## config.mk

```make
export PLATFORM = sky130hd
export DESIGN_NAME = fetch_queue_flat
export DESIGN_NICKNAME = d
export VERILOG_FILES = /design/src/rtl/fetch_queue_if.sv /design/src/rtl/fetch_queue.sv /design/src/flat_wrapper.sv
export SDC_FILE = /design/constraint.sdc
export NUM_CORES = 1
export LEC_CHECK = 0
export CAP_MARGIN = 0
export CORE_AREA = 2 2 139 175
export CTS_CLUSTER_DIAMETER = 40
export DETAILED_ROUTE_END_ITERATION = 8
export DIE_AREA = 0 0 141 177
export MAX_ROUTING_LAYER = met4
export PLACE_DENSITY = 0.83
export SLEW_MARGIN = 40
export SYNTH_ARGS = -nofsm -noshare
export SYNTH_HDL_FRONTEND = slang
export SYNTH_SLANG_ARGS = --single-unit
```

## constraint.sdc

```tcl
create_clock -name clk -period 5.7 [get_ports clk]
set_input_delay 1.425 -clock clk [delete_from_list [all_inputs] [get_ports clk]]
set_output_delay 1.425 -clock clk [all_outputs]
set_load 0.02 [all_outputs]
```

## src/rtl/fetch_queue_if.sv

```systemverilog
// Fetch queue port bundle: redirect input, memory req/gnt/rvalid port, IF/ID valid/ready port.
interface fetch_queue_if #(
    parameter int unsigned XLEN  = 32,
    parameter int unsigned DEPTH = 4
);
    localparam int unsigned CW = $clog2(DEPTH + 1);

    logic            redirect_valid;
    logic [XLEN-1:0] redirect_pc;

    logic            imem_req;
    logic [XLEN-1:0] imem_addr;
    logic            imem_gnt;
    logic            imem_rvalid;
    logic [XLEN-1:0] imem_rdata;

    logic            out_valid;
    logic [XLEN-1:0] out_pc;
    logic [XLEN-1:0] out_instr;
    logic            out_ready;
    logic [CW-1:0]   occupancy;

    // Queue side
    modport master (
        input  redirect_valid, redirect_pc,
        input  imem_gnt, imem_rvalid, imem_rdata,
        input  out_ready,
        output imem_req, imem_addr,
        output out_valid, out_pc, out_instr, occupancy
    );

    // Environment side (memory, EX redirect, IF/ID)
    modport slave (
        output redirect_valid, redirect_pc,
        output imem_gnt, imem_rvalid, imem_rdata,
        output out_ready,
        input  imem_req, imem_addr,
        input  out_valid, out_pc, out_instr, occupancy
    );
endinterface

```

## src/rtl/fetch_queue.sv

```systemverilog
// Instruction prefetch queue: sequential word fetches, in-order {pc, instr} FIFO, redirect flush.
module fetch_queue #(
    parameter int unsigned     DEPTH    = 4,
    parameter int unsigned     XLEN     = 32,
    parameter logic [XLEN-1:0] RESET_PC = '0
) (
    input  logic          clk,
    input  logic          rst,
    fetch_queue_if.master fq
);
    localparam int unsigned PW = $clog2(DEPTH);
    localparam int unsigned CW = $clog2(DEPTH + 1);
    localparam int unsigned SW = CW + 1;

    logic [XLEN-1:0] fetch_pc;
    logic [XLEN-1:0] resp_pc;
    logic [CW-1:0]   inflight;   // every response still owed by memory, stale or not
    logic [CW-1:0]   drop_cnt;   // how many of those are stale
    logic [CW-1:0]   count;
    logic [PW-1:0]   rd_ptr;
    logic [PW-1:0]   wr_ptr;
    logic [XLEN-1:0] pc_mem    [DEPTH];
    logic [XLEN-1:0] instr_mem [DEPTH];

    logic            issue;
    logic            rsp;
    logic            drop;
    logic            push;
    logic            pop;
    logic [SW-1:0]   credit_used;
    logic [XLEN-1:0] redirect_tgt;

    // Credit check, handshakes and head-of-queue outputs
    always_comb begin
        credit_used  = SW'(inflight) + SW'(count);
        redirect_tgt = fq.redirect_pc & ~XLEN'(3);

        fq.imem_req  = !rst && !fq.redirect_valid && (credit_used < SW'(DEPTH));
        fq.imem_addr = fetch_pc;
        issue        = fq.imem_req && fq.imem_gnt;

        rsp          = fq.imem_rvalid && (inflight != '0);
        drop         = rsp && (drop_cnt != '0);
        push         = rsp && (drop_cnt == '0) && !fq.redirect_valid;

        fq.out_valid = (count != '0) && !fq.redirect_valid;
        pop          = fq.out_valid && fq.out_ready;
        fq.out_pc    = (count != '0) ? pc_mem[rd_ptr]    : '0;
        fq.out_instr = (count != '0) ? instr_mem[rd_ptr] : '0;
        fq.occupancy = count;
    end

    // Fetch/response bookkeeping; a redirect marks everything still owed by memory as stale
    always_ff @(posedge clk) begin
        if (rst) begin
            fetch_pc <= RESET_PC;
            resp_pc  <= RESET_PC;
            inflight <= '0;
            drop_cnt <= '0;
            count    <= '0;
            rd_ptr   <= '0;
            wr_ptr   <= '0;
        end else if (fq.redirect_valid) begin
            fetch_pc <= redirect_tgt;
            resp_pc  <= redirect_tgt;
            inflight <= inflight - CW'(rsp);
            drop_cnt <= inflight - CW'(rsp);
            count    <= '0;
            rd_ptr   <= '0;
            wr_ptr   <= '0;
        end else begin
            if (issue) begin
                fetch_pc <= fetch_pc + XLEN'(4);
            end
            if (push) begin
                resp_pc <= resp_pc + XLEN'(4);
                wr_ptr  <= wr_ptr + PW'(1);
            end
            if (pop) begin
                rd_ptr <= rd_ptr + PW'(1);
            end
            if (drop) begin
                drop_cnt <= drop_cnt - CW'(1);
            end
            inflight <= inflight + CW'(issue) - CW'(rsp);
            count    <= count + CW'(push) - CW'(pop);
        end
    end

    // FIFO storage, written only on an accepted live response
    always_ff @(posedge clk) begin
        if (!rst && push) begin
            pc_mem[wr_ptr]    <= resp_pc;
            instr_mem[wr_ptr] <= fq.imem_rdata;
        end
    end

    // Memory must never answer a fetch that was not issued
    assert property (@(posedge clk) disable iff (rst) !(fq.imem_rvalid && (inflight == '0)))
        else $error("fetch_queue: imem_rvalid with no fetch in flight");

endmodule

```

## src/flat_wrapper.sv

```systemverilog
// flat-port wrapper written by rule: the top's interface ports become plain ports
module fetch_queue_flat 
#(
    parameter int unsigned     DEPTH    = 4,
    parameter int unsigned     XLEN     = 32,
    parameter logic [XLEN-1:0] RESET_PC = '0
)
  (clk, rst, fq_redirect_valid, fq_redirect_pc, fq_imem_gnt, fq_imem_rvalid, fq_imem_rdata, fq_out_ready, fq_imem_req, fq_imem_addr, fq_out_valid, fq_out_pc, fq_out_instr, fq_occupancy);
  fetch_queue_if #(.XLEN(XLEN), .DEPTH(DEPTH)) fq_i ();
  input  logic clk;
  input  logic rst;
  input wire logic [$bits(fq_i.redirect_valid)-1:0] fq_redirect_valid;
  input wire logic [$bits(fq_i.redirect_pc)-1:0] fq_redirect_pc;
  input wire logic [$bits(fq_i.imem_gnt)-1:0] fq_imem_gnt;
  input wire logic [$bits(fq_i.imem_rvalid)-1:0] fq_imem_rvalid;
  input wire logic [$bits(fq_i.imem_rdata)-1:0] fq_imem_rdata;
  input wire logic [$bits(fq_i.out_ready)-1:0] fq_out_ready;
  output wire logic [$bits(fq_i.imem_req)-1:0] fq_imem_req;
  output wire logic [$bits(fq_i.imem_addr)-1:0] fq_imem_addr;
  output wire logic [$bits(fq_i.out_valid)-1:0] fq_out_valid;
  output wire logic [$bits(fq_i.out_pc)-1:0] fq_out_pc;
  output wire logic [$bits(fq_i.out_instr)-1:0] fq_out_instr;
  output wire logic [$bits(fq_i.occupancy)-1:0] fq_occupancy;
  assign fq_i.redirect_valid = fq_redirect_valid;
  assign fq_i.redirect_pc = fq_redirect_pc;
  assign fq_i.imem_gnt = fq_imem_gnt;
  assign fq_i.imem_rvalid = fq_imem_rvalid;
  assign fq_i.imem_rdata = fq_imem_rdata;
  assign fq_i.out_ready = fq_out_ready;
  assign fq_imem_req = fq_i.imem_req;
  assign fq_imem_addr = fq_i.imem_addr;
  assign fq_out_valid = fq_i.out_valid;
  assign fq_out_pc = fq_i.out_pc;
  assign fq_out_instr = fq_i.out_instr;
  assign fq_occupancy = fq_i.occupancy;
  fetch_queue #(.DEPTH(DEPTH), .XLEN(XLEN), .RESET_PC(RESET_PC)) u_core (.clk(clk), .rst(rst), .fq(fq_i));
endmodule
```

## Word-level counts from Yosys, hierarchy flattened

Memories as Yosys holds them, arrays and structs flattened. A register that Yosys moved wholly into a read port is not among the register bits.
Cells that the tools add are included.

| word-level totals | value |
|---|---|
| register bits after elaboration | 77 |
| RAM bits | 256 |
| input bits | 70 |
| output and inout port bits | 101 |
| logic and storage cells | 58 |
| memories kept | 2 |

Memories:

| name | depth | bits a word | rd ports | clocked after memory_dff | write ports | RTL line | RTL |
|---|---|---|---|---|---|---|---|
| u_core.instr_mem | 4 | 32 | 1 | 1 | 1 | fetch_queue.sv:23 | `logic [XLEN-1:0] instr_mem [DEPTH];` |
| u_core.pc_mem | 4 | 32 | 1 | 1 | 1 | fetch_queue.sv:22 | `logic [XLEN-1:0] pc_mem [DEPTH];` |

| cells by class | value |
|---|---|
| add/sub/neg operators | 11 |
| $lt $le $gt $ge | 1 |
| muxes and demuxes | 15 |
| reductions and logical operators | 20 |

Operators by type and width:

| kind | count |
|---|---|
| $mux 32 | 6 |
| $add 32x3->32 const B | 2 |
| $logic_and 1x1->1 | 10 |
| $mux 3 | 3 |
| $reduce_bool 3->1 | 3 |
| $sub 3x1->3 | 3 |
| $mux 2 | 4 |
| $add 3x1->3 | 2 |
| $reduce_bool 2->1 | 3 |
| $add 2x1->2 const B | 2 |
| $add 3x3->4 | 1 |
| $lt 4x3->1 const B | 1 |
| $logic_not 3->1 | 1 |
| $sub 3x1->3 const B | 1 |
| $logic_not 1->1 | 2 |
| $mux 1 | 2 |
| $reduce_or 2->1 | 1 |

## Longest topological paths before layout

Gate-level depths: netlist of the first run.

| depth | value |
|---|---|
| word-level depth | 7 |
| gate-level depth with buffers | 11 |
| mapped depth without buffers | 10 |

## Worst setup path before layout of the first run

OpenSTA, ideal clock, no wires.

| timing path | value |
|---|---|
| kind | input -> register |
| start | in rst |
| end | mem u_core.instr_mem[0][0] (enable) |
| library setup time | 0.427 ns |
| arrival time | 3.580 ns |
| required time | 5.273 ns |
| setup slack | 1.693 ns |
| stages | 4 |
| path buffers | 2 |
| path through | clkbuf_1 -> nor2_2 -> clkbuf_1 -> and3_1 |

| on the way | value |
|---|---|
| word-level cells in the longest chain between the ends | 4 |

Ends and longest elaborated chain:

| item | RTL line | RTL |
|---|---|---|
| from (decl) | flat_wrapper.sv:11 | `input logic rst;` |
| $logic_not 1->1 | fetch_queue.sv:92 | `if (!rst && push) begin` |
| $logic_and 1x1->1 | fetch_queue.sv:92 |  |
| $mux 1 | fetch_queue.sv:92 |  |
| $mux 1 (implied by the code) | fetch_queue.sv:94 | `instr_mem[wr_ptr] <= fq.imem_rdata;` |
| to (decl) | fetch_queue.sv:23 |  |

No other way between the ends.

## Worst setup path in the final report of the first run

| timing path | value |
|---|---|
| start | in fq_redirect_valid |
| end | out fq_imem_req |

| on the way | value |
|---|---|
| word-level cells in the longest chain between the ends | 3 |

Ends and longest elaborated chain:

| item | RTL line | RTL |
|---|---|---|
| from (decl) | flat_wrapper.sv:12 | `input wire logic [$bits(fq_i.redirect_valid)-1:0] fq_redirect_valid;` |
| $logic_not 1->1 | fetch_queue.sv:38 | `fq.imem_req = !rst && !fq.redirect_valid && (credit_used < SW'(DEPTH));` |
| $logic_and 1x1->1 (2 in a row) | fetch_queue.sv:38 |  |
| to (decl) | flat_wrapper.sv:18 | `output wire logic [$bits(fq_i.imem_req)-1:0] fq_imem_req;` |

No other way between the ends.

==> results of run 1 <==
## power by group through the flow
stage	clock, mW	sequential [mW]	combinational [mW]
2_1_floorplan	0	2.74	0.335
3_3_place_gp	0	2.74	0.550
3_5_place_dp	0	2.74	0.562
4_1_cts	2.25	2.69	0.568
5_1_grt	2.34	2.70	0.620
6_report	2.20	2.69	0.561
## final timing paths
path	startpoint	end	cells after the start
worst min-delay path	u_core.wr_ptr[1]$_SDFFE_PP0N_	u_core.wr_ptr[1]$_SDFFE_PP0N_	2
worst max register to register	u_core.drop_cnt[0]$_SDFFE_PP0P_	u_core.instr_mem[3][1]$_DFFE_PP_	6
worst min register to register	u_core.wr_ptr[1]$_SDFFE_PP0N_	u_core.wr_ptr[1]$_SDFFE_PP0N_	2
worst max-delay path	fq_redirect_valid	fq_imem_req	5
## state kept, by name, indices dropped and copies added (netlist names), named ones only
register,count
u_core.rd_ptr,2
u_core.fq.occupancy,3
u_core.drop_cnt,3
u_core.fq.imem_addr,30
u_core.instr_mem,128
u_core.resp_pc,30
u_core.inflight,3
u_core.wr_ptr,2
u_core.pc_mem,120
## cell usage in the layout, fill, tap and decap left out, types with 4 or more instances in the layout
cell type        count
nand3_1             29
clkinv_4             5
clkinv_1             4
xor2_1              29
or3_1                4
buf_4                8
nor3_1              10
clkbuf_16           37
a21boi_0            12
clkdlybuf4s50_1    163
conb_1               4
inv_1               29
o21a_1               5
nand4_1             19
xnor2_1             16
and4_1              10
mux4_2              62
buf_12               4
ha_1                16
edfxtp_1           248
o211ai_1             5
a31oi_1              7
a21oi_1             26
and3_1              13
nand2_1             44
dfxtp_1             73
nor2b_1             64
clkbuf_1             5
o21ai_0              9
a211oi_1            18
and2_1               5
nor2_1              40
## routing by layer
layer,part of all wire [%],up-vias
li1,-,3749
met1,42,3988
met2,50,276
met3,5.3,47
met4,2.6,0
met5,0,-
## critical path, delay by kind of cell
kind / cells / cell delay (ps)
AND/OR/NAND/NOR: 2 / 340
buffers and inverters: 3 / 1350
## area by class of cell
type                    instances  area (sq um)
clock inverters                20         188.9
fillers                      1551          6745
well taps                     292         365.4
flip-flops and latches        323          8954
multi-input cells             498          4287
repair buffers                178          1799
clock buffers                  43         958.4
inverters                      30         113.9
## per-stage QoR
stage                     instance area, sq um  power [mW]
final                                    16670       5.455
after global placement                   15500       3.286
after detailed placement                 15510       3.303
after CTS                                16650       5.510
after floorplan                          13550       3.073
after global routing                     16670       5.662
## kinds of logic after synthesis
group	Yosys count
flip-flops	323
multiplexers	68
other	1
AO/OA/AOI/OAI	101
XOR/XNOR	45
adder cells (fa/ha/maj)	18
AND/OR/NAND/NOR	262
buffers and inverters	80
==> results by group, run 1 <==
Clock network
  • Clock tree from TritonCTS: yes
  • Num CTS Buffers: 35
  • Hold_buf cts: 0
  • # H-tree levels: 2
  • Clk buf depth: 3
  • Post_cts resized: 0
  • Root Buffer: clkbuf_16
  • Clk sinks: 323
  • Worst-path clk slew: 60 ps
  • Postcts setup bufs: 0
  • Clk Latency, worst-skew pair: 500 ps

Synth
  • Main synth FF type: edfxtp_1
  • Sequential share of the synthesized area: 66.10%
  • Synth top area share: 55.01%
  • Most numerous cell in the Yosys netlist: edfxtp_1
  • Number of enable flip-flop cells after synthesis: 248
  • Area contributors post-synth: edfxtp_1, dfxtp_1, mux4_2
  • Syn_area_per_cell: 15.08 sq um
  • Adder-Cell Fraction of Synth Area: 1.774%
  • Distinct cells, synth: 60
  • Async S/R FF share, synth: 0%
  • Commonest cells in the netlist: edfxtp_1, dfxtp_1, nor2b_1
  • Gate Count Post-Synth: 898
  • Synth Warn #: 0
  • Post-Syn Area: 13540 sq um
  • Simple-gate share of the synthesized area: 10.86%
  • Largest area contributor in the netlist: edfxtp_1
  • Mux contribution to synthesized area: 10.79%
  • FF+latch count, synth: 323
  • Synth Area in Compound Gates: 5.055%
  • Post-Synth XOR/XNOR Area: 2.911%
  • Largest family of logic cells by synthesized area: simple AND/OR/NAND/NOR gates

Cells and area
  • Layout area overhead: 23.11%
  • Nets: 1154
  • Final design utilization: 71.19%
  • Share of cells above drive strength 1: 14.10%
  • N_diodes: 0
  • Non-filler cells, final: 1384

Timing
  • Final Worst Setup Slack: 1160 ps
  • Fin crit share: 79.65%
  • Final hold viol count: 0
  • Post-route minimum period: 4540 ps
  • # setup viols final: 0
  • Slew Viols, Final: 0
  • Fmax: 220.3 MHz
  • Slew HR: 46.88%
  • Setup_tns: 0 ps
  • Unrepaired setup endpoints after global routing: no
  • Hold slack: 517.6 ps
  • Skew final: 17.07 ps
  • Slew @ Worst Pin: 796.9 ps

Power
  • Switch share: 23.36%
  • Clock Power Share: 40.3%
  • Pleak: 5.455 nW
  • PwrDens: 327.3 nW/um^2
  • Reg power frac: 49.4%
  • P_int: 4.181 mW
  • IR drop worst, VDD: 0.2596 mV
  • Gate power share: 10.3%
  • Switching pwr: 1.274 mW

Critical path
  • CP Launch Type: input port
  • Setup crit end kind: output pin
  • Worst reg-to-reg setup slack: 2940 ps
  • Critical Path AT: 3120 ps
  • Critical Path RT: 4280 ps
  • Critical path's slowest cell: clkdlybuf4s50_1
  • Setup Crit Path Kind: in -> out
  • CP Max Fanout: 12
  • CP max stage delay: 600 ps
  • CP dominant cell by count: clkdlybuf4s50_1
  • Cells along the critical path: clkdlybuf4s50_1 > nor2_2 > buf_4 > and3_1 > clkdlybuf4s50_1

Die
  • FP Rows: 63
  • Die W: 141 um
  • Core ar.: 23410 sq um
  • Die Area: 24960 sq um
  • # IOs: 171
  • Initial Utilization: 57.83%
  • Die height: 177 um

Placement
  • Port Buffers: 164
  • Cells after DPL: 1321
  • Setup WS pre-CTS: 1147 ps
  • RePlAce Congestion: 0.8549
  • Final HPWL DP: 16830 um

GRT
  • First-pass GRT wire length: 43210 um
  • Pin count of the biggest net entering global routing: 65
  • GRT Util Overall: 22.73%
  • Vias in the first global route: 8228
  • Met1 Use GR: 29.08%
  • Met3 usage: 3.247%
  • Grt peak-use layer: met2
  • Initial antenna violation count: 0
  • Grt ovf: 0
  • GR met2 Demand/Resource: 38.39%

Detailed routing
  • # DRC: 0
  • Final WL: 27060 um
  • Drt wl/cell: 19.55 um
  • Initial DRC count: 670
  • Routed vias/inst: 5.824
  • Antenna-violating nets left: 0
  • Drt first pass iters: 6
  • Vias: 8060

Min path
  • Worst hold path class: reg -> reg

Flow run
  • Max_cap viols: 0

Run status
  • Status: complete, no violations
No activity file was read; power rests on OpenSTA's default activity.
==> run 2, diff against run 1 <==
--- a/config.mk
+++ b/config.mk
@@ -6,12 +6,12 @@
 export NUM_CORES = 1
 export LEC_CHECK = 0
 export CAP_MARGIN = 0
-export CORE_AREA = 2 2 139 175
+export CORE_AREA = 2 2 151 189
 export CTS_CLUSTER_DIAMETER = 40
 export DETAILED_ROUTE_END_ITERATION = 8
-export DIE_AREA = 0 0 141 177
+export DIE_AREA = 0 0 153 191
 export MAX_ROUTING_LAYER = met4
-export PLACE_DENSITY = 0.83
+export PLACE_DENSITY = 0.75
 export SLEW_MARGIN = 40
 export SYNTH_ARGS = -nofsm -noshare
 export SYNTH_HDL_FRONTEND = slang
==> constraint.sdc (replaced) <==
create_clock -name clk -period 3.87 [get_ports clk]
set_input_delay 0.9675 -clock clk [delete_from_list [all_inputs] [get_ports clk]]
set_output_delay 0.9675 -clock clk [all_outputs]
set_load 0.02 [all_outputs]
==> results by group, run 2 (synthesis results as in run 1) <==
Run status
  • Status: complete, no violations (unchanged)

Placement
  • Placed cell areas: 15710 sq um (was 15510 sq um)
  • Final HPWL DP: 17660 um (was 16830 um)
  • RePlAce Congestion: 0.8750 (was 0.8549)
  • Port Buffers: 164 (unchanged)
  • Setup WS pre-CTS: 495.4 ps (was 1147 ps)

Die
  • Die Area: 29220 sq um (was 24960 sq um)
  • FP Rows: 68 (was 63)
  • # IOs: 171 (unchanged)
  • Die height: 191 um (was 177 um)
  • Initial Utilization: 49.26% (was 57.83%)
  • Die W: 153 um (was 141 um)
  • Core ar.: 27480 sq um (was 23410 sq um)

Detailed routing
  • Routed vias/inst: 5.547 (was 5.824)
  • Initial DRC count: 604 (was 670)
  • Vias: 8049 (was 8060)
  • # DRC: 0 (unchanged)
  • Drt wl/cell: 19.24 um (was 19.55 um)
  • Final WL: 27910 um (was 27060 um)
  • Antenna-violating nets left: 0 (unchanged)
  • Drt first pass iters: 5 (was 6)

Clock network
  • Clk sinks: 323 (unchanged)
  • Clock tree from TritonCTS: yes (unchanged)
  • Worst-path clk slew: 60 ps (about the same)
  • Clk Latency, worst-skew pair: 510 ps (was 500 ps)
  • Post_cts resized: 0 (unchanged)
  • Clk buf depth: 3 (unchanged)
  • Num CTS Buffers: 35 (unchanged)
  • # H-tree levels: 2 (unchanged)
  • Postcts setup bufs: 0 (unchanged)
  • Root Buffer: clkbuf_16 (unchanged)
  • Hold_buf cts: 0 (unchanged)

Critical path
  • CP Max Fanout: 17 (was 12)
  • Setup Crit Path Kind: reg -> out (was in -> out)
  • Critical Path AT: 2510 ps (was 3120 ps)
  • Critical Path RT: 2900 ps (was 4280 ps)
  • CP Launch Type: flip-flop (was input port)
  • Setup crit end kind: output pin (unchanged)

Timing
  • # setup viols final: 0 (unchanged)
  • Unrepaired setup endpoints after global routing: no (unchanged)
  • Final hold viol count: 0 (unchanged)
  • Final Worst Setup Slack: 391.2 ps (was 1160 ps)
  • Skew final: 14.68 ps (was 17.07 ps)
  • Fmax: 287.5 MHz
  • Post-route minimum period: 3479 ps
  • Slew Viols, Final: 0 (unchanged)
  • Slew HR: 46.03% (was 46.88%)
  • Fin crit share: 89.89%
  • Setup_tns: 0 ps (unchanged)
  • Slew @ Worst Pin: 802.9 ps (was 796.9 ps)

GRT
  • Vias in the first global route: 8205 (was 8228)
  • First-pass GRT wire length: 44230 um (was 43210 um)
  • Pin count of the biggest net entering global routing: 65 (unchanged)
  • Initial antenna violation count: 0 (unchanged)
  • GRT Util Overall: 19.68% (was 22.73%)
  • Grt ovf: 0 (unchanged)

Power
  • Pleak: 5.515 nW (was 5.455 nW)
  • PwrDens: 477.8 nW/um^2 (was 327.3 nW/um^2)
  • IR drop worst, VDD: 0.2812 mV (was 0.2596 mV)

Cells and area
  • Largest Register: u_core.instr_mem (unchanged)
  • Commonest non-fill, non-tap cells in the layout: edfxtp_1, clkdlybuf4s50_1, dfxtp_1 (unchanged)
  • Max reg flops: 128 (unchanged)
  • N_diodes: 0 (unchanged)
  • Nets: 1164 (was 1154)
  • Finished Cell Area: 16850 sq um (was 16670 sq um)
  • Layout area overhead: 24.48% (was 23.11%)
  • Share of cells above drive strength 1: 15.17% (was 14.10%)
  • Most common cell after layout, fill and taps aside: edfxtp_1 (unchanged)
  • Regs by FF count: u_core.instr_mem x128, u_core.pc_mem x120 (unchanged)

Min path
  • Worst hold path class: reg -> reg (unchanged)

Flow run
  • Max_cap viols: 0 (unchanged)
[run 2: per-layer routing]
metal / GRT usage [%] / up-vias / part of all wire (%)
li1: - / 3776 / -
met1: 24.67 / 3944 / 42
met2: 33.60 / 272 / 50
met3: 2.788 / 57 / 5.2
met4: 5.947 / 0 / 2.6
met5: - / - / 0
[run 2: final timing paths]
path	slack, ps	cells after the start	to	startpoint
max	390	4	fq_out_pc[7]	flip-flop
min	530	2	flip-flop	u_core.rd_ptr[1]$_SDFFE_PP0P_
max reg2reg	1170	10	u_core.inflight[2]$_SDFF_PP0_	u_core.inflight[1]$_SDFF_PP0_
min reg2reg	530	2	flip-flop	u_core.rd_ptr[1]$_SDFFE_PP0P_
[run 2: critical path: stages, from the launching register on]
cell	delay (ps)
dfxtp_4	380
buf_4	340
mux4_2	600
nor2b_1	150
clkdlybuf4s50_1	540
[run 2: layout make-up]
type | instances | area (sq um)
fill | 2079 | 10630
sequential | 323 | 8954
multi-input combinational | 498 | 4274
timing repair buffer | 188 | 1929
clock buffer | 40 | 937.1
tap | 350 | 437.9
clock inverter | 22 | 206.4
inverter | 30 | 113.9
[run 2: report_power, final]
part           switching [mW]  internal [mW]  leakage, nW
logic                   0.455          0.393         2.09
registers               0.113           3.86         2.87
clock network            1.34           1.90        0.557
[run 2: through the flow]
stage	std cells	power (mW)	hold slack (ps)	util [%]
final	1451	8.052	530.5	61.32
after global routing	1451	8.364	549.8	61.32
after CTS	1451	8.129	531.2	61.32
after detailed placement	1389	4.896	516.7	57.16
after global placement	1389	4.870	503.8	57.16
after floorplan	901	4.527	483.8	-
==> run 3, diff against run 2 <==
--- a/config.mk
+++ b/config.mk
@@ -16,3 +16,4 @@
 export SYNTH_ARGS = -nofsm -noshare
 export SYNTH_HDL_FRONTEND = slang
 export SYNTH_SLANG_ARGS = --single-unit
+export TNS_END_PERCENT = 30
==> results of run 3 <==
Final layout, timing and power as in run 2 (identical DEF).
